## src/rtl/video_timing_pkg.sv

```systemverilog
// Shared timing types and standard video mode constants for the video timing generator.
package video_timing_pkg;

    typedef struct packed {
        int unsigned h_active;
        int unsigned h_fp;
        int unsigned h_sync;
        int unsigned h_bp;
        int unsigned v_active;
        int unsigned v_fp;
        int unsigned v_sync;
        int unsigned v_bp;
    } timing_t;

    localparam timing_t Timing800x600p60 = '{
        h_active: 800, h_fp: 40, h_sync: 128, h_bp: 88,
        v_active: 600, v_fp: 1,  v_sync: 4,   v_bp: 23
    };

    localparam timing_t Timing640x480p60 = '{
        h_active: 640, h_fp: 16, h_sync: 96, h_bp: 48,
        v_active: 480, v_fp: 10, v_sync: 2,  v_bp: 33
    };

endpackage

```

## src/rtl/sync_axis_counter.sv

```systemverilog
// One timing axis: wrapping position counter with terminal-count flag and
// active/sync region decode taken straight from the count register.
module sync_axis_counter #(
    parameter int unsigned ACTIVE = 4,
    parameter int unsigned FP     = 1,
    parameter int unsigned SYNC   = 1,
    parameter int unsigned BP     = 1,
    localparam int unsigned TOTAL = ACTIVE + FP + SYNC + BP,
    localparam int unsigned W     = $clog2(TOTAL)
) (
    input  logic         clk,
    input  logic         rst,
    input  logic         en_i,
    input  logic         clr_i,
    output logic [W-1:0] count_o,
    output logic         tc_o,
    output logic         active_o,
    output logic         sync_o
);

    if (ACTIVE < 1 || FP < 1 || SYNC < 1 || BP < 1) begin : g_bad_params
        $fatal(1, "sync_axis_counter: ACTIVE, FP, SYNC and BP must all be >= 1");
    end

    localparam logic [W-1:0] LastCount = W'(TOTAL - 1);
    localparam logic [W-1:0] ActiveEnd = W'(ACTIVE);
    localparam logic [W-1:0] SyncStart = W'(ACTIVE + FP);
    localparam logic [W-1:0] SyncEnd   = W'(ACTIVE + FP + SYNC);

    logic [W-1:0] count_d, count_q;

    always_comb begin
        count_d = count_q;
        if (clr_i) begin
            count_d = '0;
        end else if (en_i) begin
            count_d = (count_q == LastCount) ? '0 : count_q + W'(1);
        end
    end

    always_ff @(posedge clk) begin
        if (rst) begin
            count_q <= '0;
        end else begin
            count_q <= count_d;
        end
    end

    assign count_o  = count_q;
    assign tc_o     = (count_q == LastCount);
    assign active_o = (count_q < ActiveEnd);
    assign sync_o   = (count_q >= SyncStart) && (count_q < SyncEnd);

endmodule

```

## src/rtl/video_timing_gen.sv

```systemverilog
// Raster timing generator: pixel/line counters advanced by a pixel tick, with
// zero-latency DE, sync and frame markers decoded from the current position.
module video_timing_gen
    import video_timing_pkg::*;
#(
    parameter int unsigned H_ACTIVE  = Timing800x600p60.h_active,
    parameter int unsigned H_FP      = Timing800x600p60.h_fp,
    parameter int unsigned H_SYNC    = Timing800x600p60.h_sync,
    parameter int unsigned H_BP      = Timing800x600p60.h_bp,
    parameter int unsigned V_ACTIVE  = Timing800x600p60.v_active,
    parameter int unsigned V_FP      = Timing800x600p60.v_fp,
    parameter int unsigned V_SYNC    = Timing800x600p60.v_sync,
    parameter int unsigned V_BP      = Timing800x600p60.v_bp,
    parameter bit          HSYNC_POL = 1'b1,
    parameter bit          VSYNC_POL = 1'b1,
    localparam int unsigned H_TOTAL  = H_ACTIVE + H_FP + H_SYNC + H_BP,
    localparam int unsigned V_TOTAL  = V_ACTIVE + V_FP + V_SYNC + V_BP,
    localparam int unsigned HLEN     = $clog2(H_TOTAL),
    localparam int unsigned VLEN     = $clog2(V_TOTAL)
) (
    input  logic            clk,
    input  logic            rst,
    input  logic            i_inc,
    input  logic            i_clr,
    output logic [HLEN-1:0] o_hcount,
    output logic [VLEN-1:0] o_vcount,
    output logic            o_de,
    output logic            o_hsync,
    output logic            o_vsync,
    output logic            o_line_end,
    output logic            o_frame_start,
    output logic            o_frame_end
);

    logic h_tc, h_active, h_sync;
    logic v_tc, v_active, v_sync;

    sync_axis_counter #(
        .ACTIVE (H_ACTIVE),
        .FP     (H_FP),
        .SYNC   (H_SYNC),
        .BP     (H_BP)
    ) u_h_axis (
        .clk      (clk),
        .rst      (rst),
        .en_i     (i_inc),
        .clr_i    (i_clr),
        .count_o  (o_hcount),
        .tc_o     (h_tc),
        .active_o (h_active),
        .sync_o   (h_sync)
    );

    // Lines advance only on the pixel tick that wraps the horizontal counter.
    sync_axis_counter #(
        .ACTIVE (V_ACTIVE),
        .FP     (V_FP),
        .SYNC   (V_SYNC),
        .BP     (V_BP)
    ) u_v_axis (
        .clk      (clk),
        .rst      (rst),
        .en_i     (i_inc & h_tc),
        .clr_i    (i_clr),
        .count_o  (o_vcount),
        .tc_o     (v_tc),
        .active_o (v_active),
        .sync_o   (v_sync)
    );

    assign o_de          = h_active & v_active;
    assign o_hsync       = HSYNC_POL ? h_sync : ~h_sync;
    assign o_vsync       = VSYNC_POL ? v_sync : ~v_sync;
    assign o_line_end    = h_tc;
    assign o_frame_start = (o_hcount == '0) && (o_vcount == '0);
    assign o_frame_end   = h_tc & v_tc;

endmodule

```

## config.mk

```make
export PLATFORM = sky130hd
export DESIGN_NAME = video_timing_gen
export DESIGN_NICKNAME = d
export VERILOG_FILES = /design/src/rtl/video_timing_pkg.sv /design/src/rtl/sync_axis_counter.sv /design/src/rtl/video_timing_gen.sv
export SDC_FILE = /design/constraint.sdc
export NUM_CORES = 1
export LEC_CHECK = 0
export ABC_AREA = 1
export CORE_MARGIN = 10
export CORE_UTILIZATION = 52
export DETAILED_ROUTE_END_ITERATION = 16
export HOLD_SLACK_MARGIN = 0.06
export PLACE_DENSITY_LB_ADDON = 0.2
export REMOVE_ABC_BUFFERS = 1
export SLEW_MARGIN = 10
export SYNTH_ARGS = -nofsm -noshare
export SYNTH_HDL_FRONTEND = slang
export SYNTH_SLANG_ARGS = --single-unit
```

## constraint.sdc

```tcl
create_clock -name clk -period 3 [get_ports clk]
set_input_delay 0.3 -clock clk [delete_from_list [all_inputs] [get_ports clk]]
set_output_delay 0.3 -clock clk [all_outputs]
set_load 0.01 [all_outputs]
```

# After elaboration in Yosys (flattened, before gate mapping)
# Cells that the tools add are included.
dict set report word_totals {
  inputBits 4
  register_bits 21
  output_inout_bits 27
}
dict set report classes {
  n_eq_ne 2
  muxes 2
  order_cmp 6
  n_bitwise 3
  n_addsub 2
  n_reduce_logical 6
}
# cell count
set op_table {}
lappend op_table {{$lt 11x10->1 const B} 2}
lappend op_table {{$lt 10x10->1 const B} 2}
lappend op_table {{$add 11x1->11 const B} 1}
lappend op_table {{$eq 11x11->1 const B} 1}
lappend op_table {{$ge 11x10->1 const B} 1}
lappend op_table {{$logic_not 11->1} 1}
lappend op_table {{$mux 11} 1}
lappend op_table {{$add 10x1->10 const B} 1}
lappend op_table {{$eq 10x10->1 const B} 1}
lappend op_table {{$ge 10x10->1 const B} 1}
lappend op_table {{$logic_not 10->1} 1}
lappend op_table {{$mux 10} 1}
lappend op_table {{$and 1x1->1} 3}
lappend op_table {{$logic_and 1x1->1} 3}
lappend op_table {{$reduce_or 2->1} 1}

# Depth between registers and ports, before layout
dict set report logic_depth {
  word_depth 2
  depth_mapped 8
}

# Modules after synthesis
# From an unflattened synthesis, not the netlist that was laid out.
dict set report unflattened {
  hier_cells 209
  hier_area_um2 1338.8
}
# mod cells_per_inst seq_area_each_um2 n_inst area_each_um2
set by_module_without_submodules {}
lappend by_module_without_submodules {{sync_axis_counter at u_h_axis} 93 220.2 1 619.3}
lappend by_module_without_submodules {{sync_axis_counter at u_v_axis} 90 200.2 1 618.1}
lappend by_module_without_submodules {video_timing_gen 26 0.0 1 101.3}

# Worst setup path after synthesis
# No wires, ideal clock.
dict set report synth_path {
  path_kind {reg2out}
  startpoint {reg u_h_axis.count_q[0], in the netlist u_h_axis.count_o[0]}
  endpoint {out o_frame_end}
  path_slack_ns 1.554
  arrival_time_ns 1.146
  stages_incl_launch_ff 6
  cell_sequence {dfxtp_1 > ha_1 > nand3_2 > nor2_4 > nand2_1 > nor2_1}
}
dict set report synth_via {
  elab_chain_len 2
}
# item line
set synth_lines {}
lappend synth_lines {{start, declared} sync_axis_counter.sv:30} ;# logic [W-1:0] count_d, count_q;
lappend synth_lines {{start signal, assigned} sync_axis_counter.sv:45} ;# count_q <= count_d;
lappend synth_lines {{$eq 11x11->1} sync_axis_counter.sv:50} ;# assign tc_o = (count_q == LastCount);
lappend synth_lines {{$and 1x1->1} video_timing_gen.sv:76} ;# assign o_frame_end = h_tc & v_tc;
lappend synth_lines {{end, declared} video_timing_gen.sv:32} ;# output logic o_frame_end
# Every way passes these cells.

# Final worst setup path
dict set report layout_path {
  startpoint {reg u_v_axis.count_q[0], in the netlist u_v_axis.count_o[0]}
  endpoint {out o_vsync}
}
dict set report layout_via {
  elab_chain_len 2
  word_cells_on_any_way 3
  classes_between {order compare (2); reduce/logical (1)}
}
# item line
set layout_lines {}
lappend layout_lines {{start, declared} sync_axis_counter.sv:30}
lappend layout_lines {{start signal, assigned} sync_axis_counter.sv:45}
lappend layout_lines {{$ge 10x10->1 or $lt 10x10->1 (tied branches)} sync_axis_counter.sv:52} ;# assign sync_o = (count_q >= SyncStart) && (count_q < SyncEnd);
lappend layout_lines {{$logic_and 1x1->1 *} sync_axis_counter.sv:52}
lappend layout_lines {{end, declared} video_timing_gen.sv:29} ;# output logic o_vsync,
# Every way passes the cells marked *; elsewhere a longest branch is shown, timed or not.

==> flow_summary.ini <==
[logic_synthesis]
synth_xor_xnor_area_share = 0.03445
netlist_area_sq_um = 1271
synthSimpleGateAreaFrac = 0.4035
ys_seq_elements = 21
avgSynthCellArea_sq_um = 6.871
synthAdderAreaFrac = 0.04921
yosys_warnings = 0
muxShareOfSynthArea = 0
yosysMostFrequentCell = nand2_1
yosysSeqAreaShare = 0.3307
async_flop_share = 0
synth_compound_area_frac = 0.09350
synth_top_family_by_area = simple AND/OR/NAND/NOR gates
synth_area_leader_cell = dfxtp_1
synth_top_area_frac = 0.3307
synthCells = 185
synth_area_leaders = dfxtp_1, nand2_1, nor2_1
synth_edf_count = 0
synthTopCellsByCount = nand2_1, nor2_1, inv_1
synthFlopType = dfxtp_1
synth_cell_types = 26

[clock_tree]
cts-root-buf = clkbuf_4
clock_sinks = 21
clk_transition_reported_paths_ns = 0.12
htree_levels = 1
post_cts_resized = 0
cts_buffers = 3
cts_tree = yes
cts_setup_buffers = 0
clockBufferDepth = 2
cts_hold_buf = 0
clock_latency_ns = 0.30

[power]
p_per_area_nw_per_um2 = 272.7
vdd_drop_max_mv = 0.2272
switching_share = 0.2273
seqPwrFrac = 0.635
pwr-share-comb = 0.053
p_leak_nw = 0.6119
clock_power_share = 0.312
p_sw_uw = 100.5
power_uw = 442.2
intPower_uw = 341.7

[cells_and_area]
diodes = 0
fin_nets = 228
drive_above_1_share = 0.08257
utilization = 0.7125
fill_cells = 185
final_cells = 246
area_growth_pct = 27.56
design_area_sq_um = 1622

[floorplan]
placementRows = 17
ios = 31
die_h_microns = 69.45
start_util = 0.5585
dieWidth_microns = 69.45
core_sq_um = 2276
dieArea_sq_um = 4823

[worst_hold_path]
hold_path.class = register to register

[timing]
fin_crit_sh = 0.7578
fmax_mhz = 439.9
finalSetupViolCount = 0
setup_tns_ns = 0
fin_crit_ns = 2.273
rsz0062_at_grt = no
max_slew_margin = 0.7425
layout_setup_ws_ns = 0.7266
worst_pin_slew_ns = 0.3832
slew_viol_final = 0
hold_viol_final = 0
skew_ns = 0.002956
hold_slack_ns = 0.5479

[setup_path]
ff2ff_setup_slack_ns = 1.39
path_buf_inv = 2
path_max_fanout = 6
crit_type = register to output port
slowest_stage = clkdlybuf4s50_1
crit_family = buffers and inverters
cp.arrival_ns = 1.97
cp_slowest_stage_delay_ns = 0.53
endpoint_kind = output port
required_ns = 2.70
crit_chain = inv_1, ha_1, a31oi_1, o2111a_1, clkdlybuf4s50_1
cp-start-kind = register

[grt]
antenna_found_initial = 0
grt_usage = 0.1296
grt_pass1_wl_mm = 5.402
grt_max_degree = 17
grt.overflow.total = 0
grt_pass1_vias = 1252

[route]
dr.pass1.iters = 4
via_per_inst = 5.167
avgRoutedWirePerCell_microns = 12.85
route.detailed.drc = 0
drtIter0Drc = 92
detail-route-antenna-nets = 0
routed_wl_mm = 3.160
num_vias = 1271

[placement]
pre_cts_slack_ns = 1.057
place.port_buffers = 30
placed_cells = 242
dpl_cell_area_sq_um = 1595
gp_congestion = 0.8338
hpwl_mm = 2.540

[status]
status = complete, no violations

[run]
drv_cap = 0
cells in the final DEF (no fill, tap or decap), drive strengths merged:
master         count
inv               27
o2111a             2
nor2              38
o21ai              9
nor3              11
xor2               5
a21oi              5
a31oi              2
nor3b              2
o22ai              1
nand4              3
nand2             38
clkbuf             4
clkdlybuf4s50     30
ha                 5
dfxtp             21
nand3             15
layer usage:
metal / GRT usage / up-vias / share of wire / wire, microns
met1: 0.1350 / 582 / 0.41 / 1295
met5: 0 / - / 0 / 0
met2: 0.2268 / 22 / 0.51 / 1597
li1: - / 659 / - / -
met3: 0.04565 / 8 / 0.061 / 192
met4: 0.05765 / 0 / 0.024 / 75
registers in the layout (all words and copies together) (netlist names):
register	count
u_h_axis.count_o	11
u_v_axis.count_o	10
tightest hold or removal path: cells and delay by family (launching register included):
family | cells | cell delay, ns
flip-flops | 1 | 0.38
AND/OR/NAND/NOR | 1 | 0.08
AO/OA/AOI/OAI | 1 | 0.05
path summary, 6_finish.rpt:
| kind | startpoint | endpoint | cells after the start |
|---|---|---|---|
| setup / recovery | u_v_axis.count_o[0] | o_vsync | 5 |
| hold / removal | u_v_axis.count_o[0] | u_v_axis.count_o[0] | 2 |
| setup reg to reg | u_h_axis.count_o[0] | u_v_axis.count_o[2] | 8 |
| hold reg to reg | u_v_axis.count_o[0] | u_v_axis.count_o[0] | 2 |
cells by family after synthesis:
kind of cell	after synthesis
and+or+nand+nor	107
buffers and inverters	28
AOI/OAI and AO/OA	19
DFF	21
xor gates and xnor gates	5
adders and majority gates	5
power groups by stage:
stage	sequential, mW	combinational (mW)	clock (mW)
after detailed placement	0.287	0.0235	0
after floorplan	0.287	0.0109	0
after global routing	0.281	0.0262	0.153
after CTS	0.281	0.0235	0.143
final	0.281	0.0235	0.138
after global placement	0.287	0.0226	0
final cells by class:
class                   count  area [sq um]  share of cell area
inverters                  27         101.3             0.06250
clock buffers               4         26.28             0.01620
well taps                  28         35.03             0.02160
multi-input cells         136         738.2              0.4552
flip-flops and latches     21         420.4              0.2593
repair buffers             30         300.3              0.1852
(Power assumes the default switching activity.)
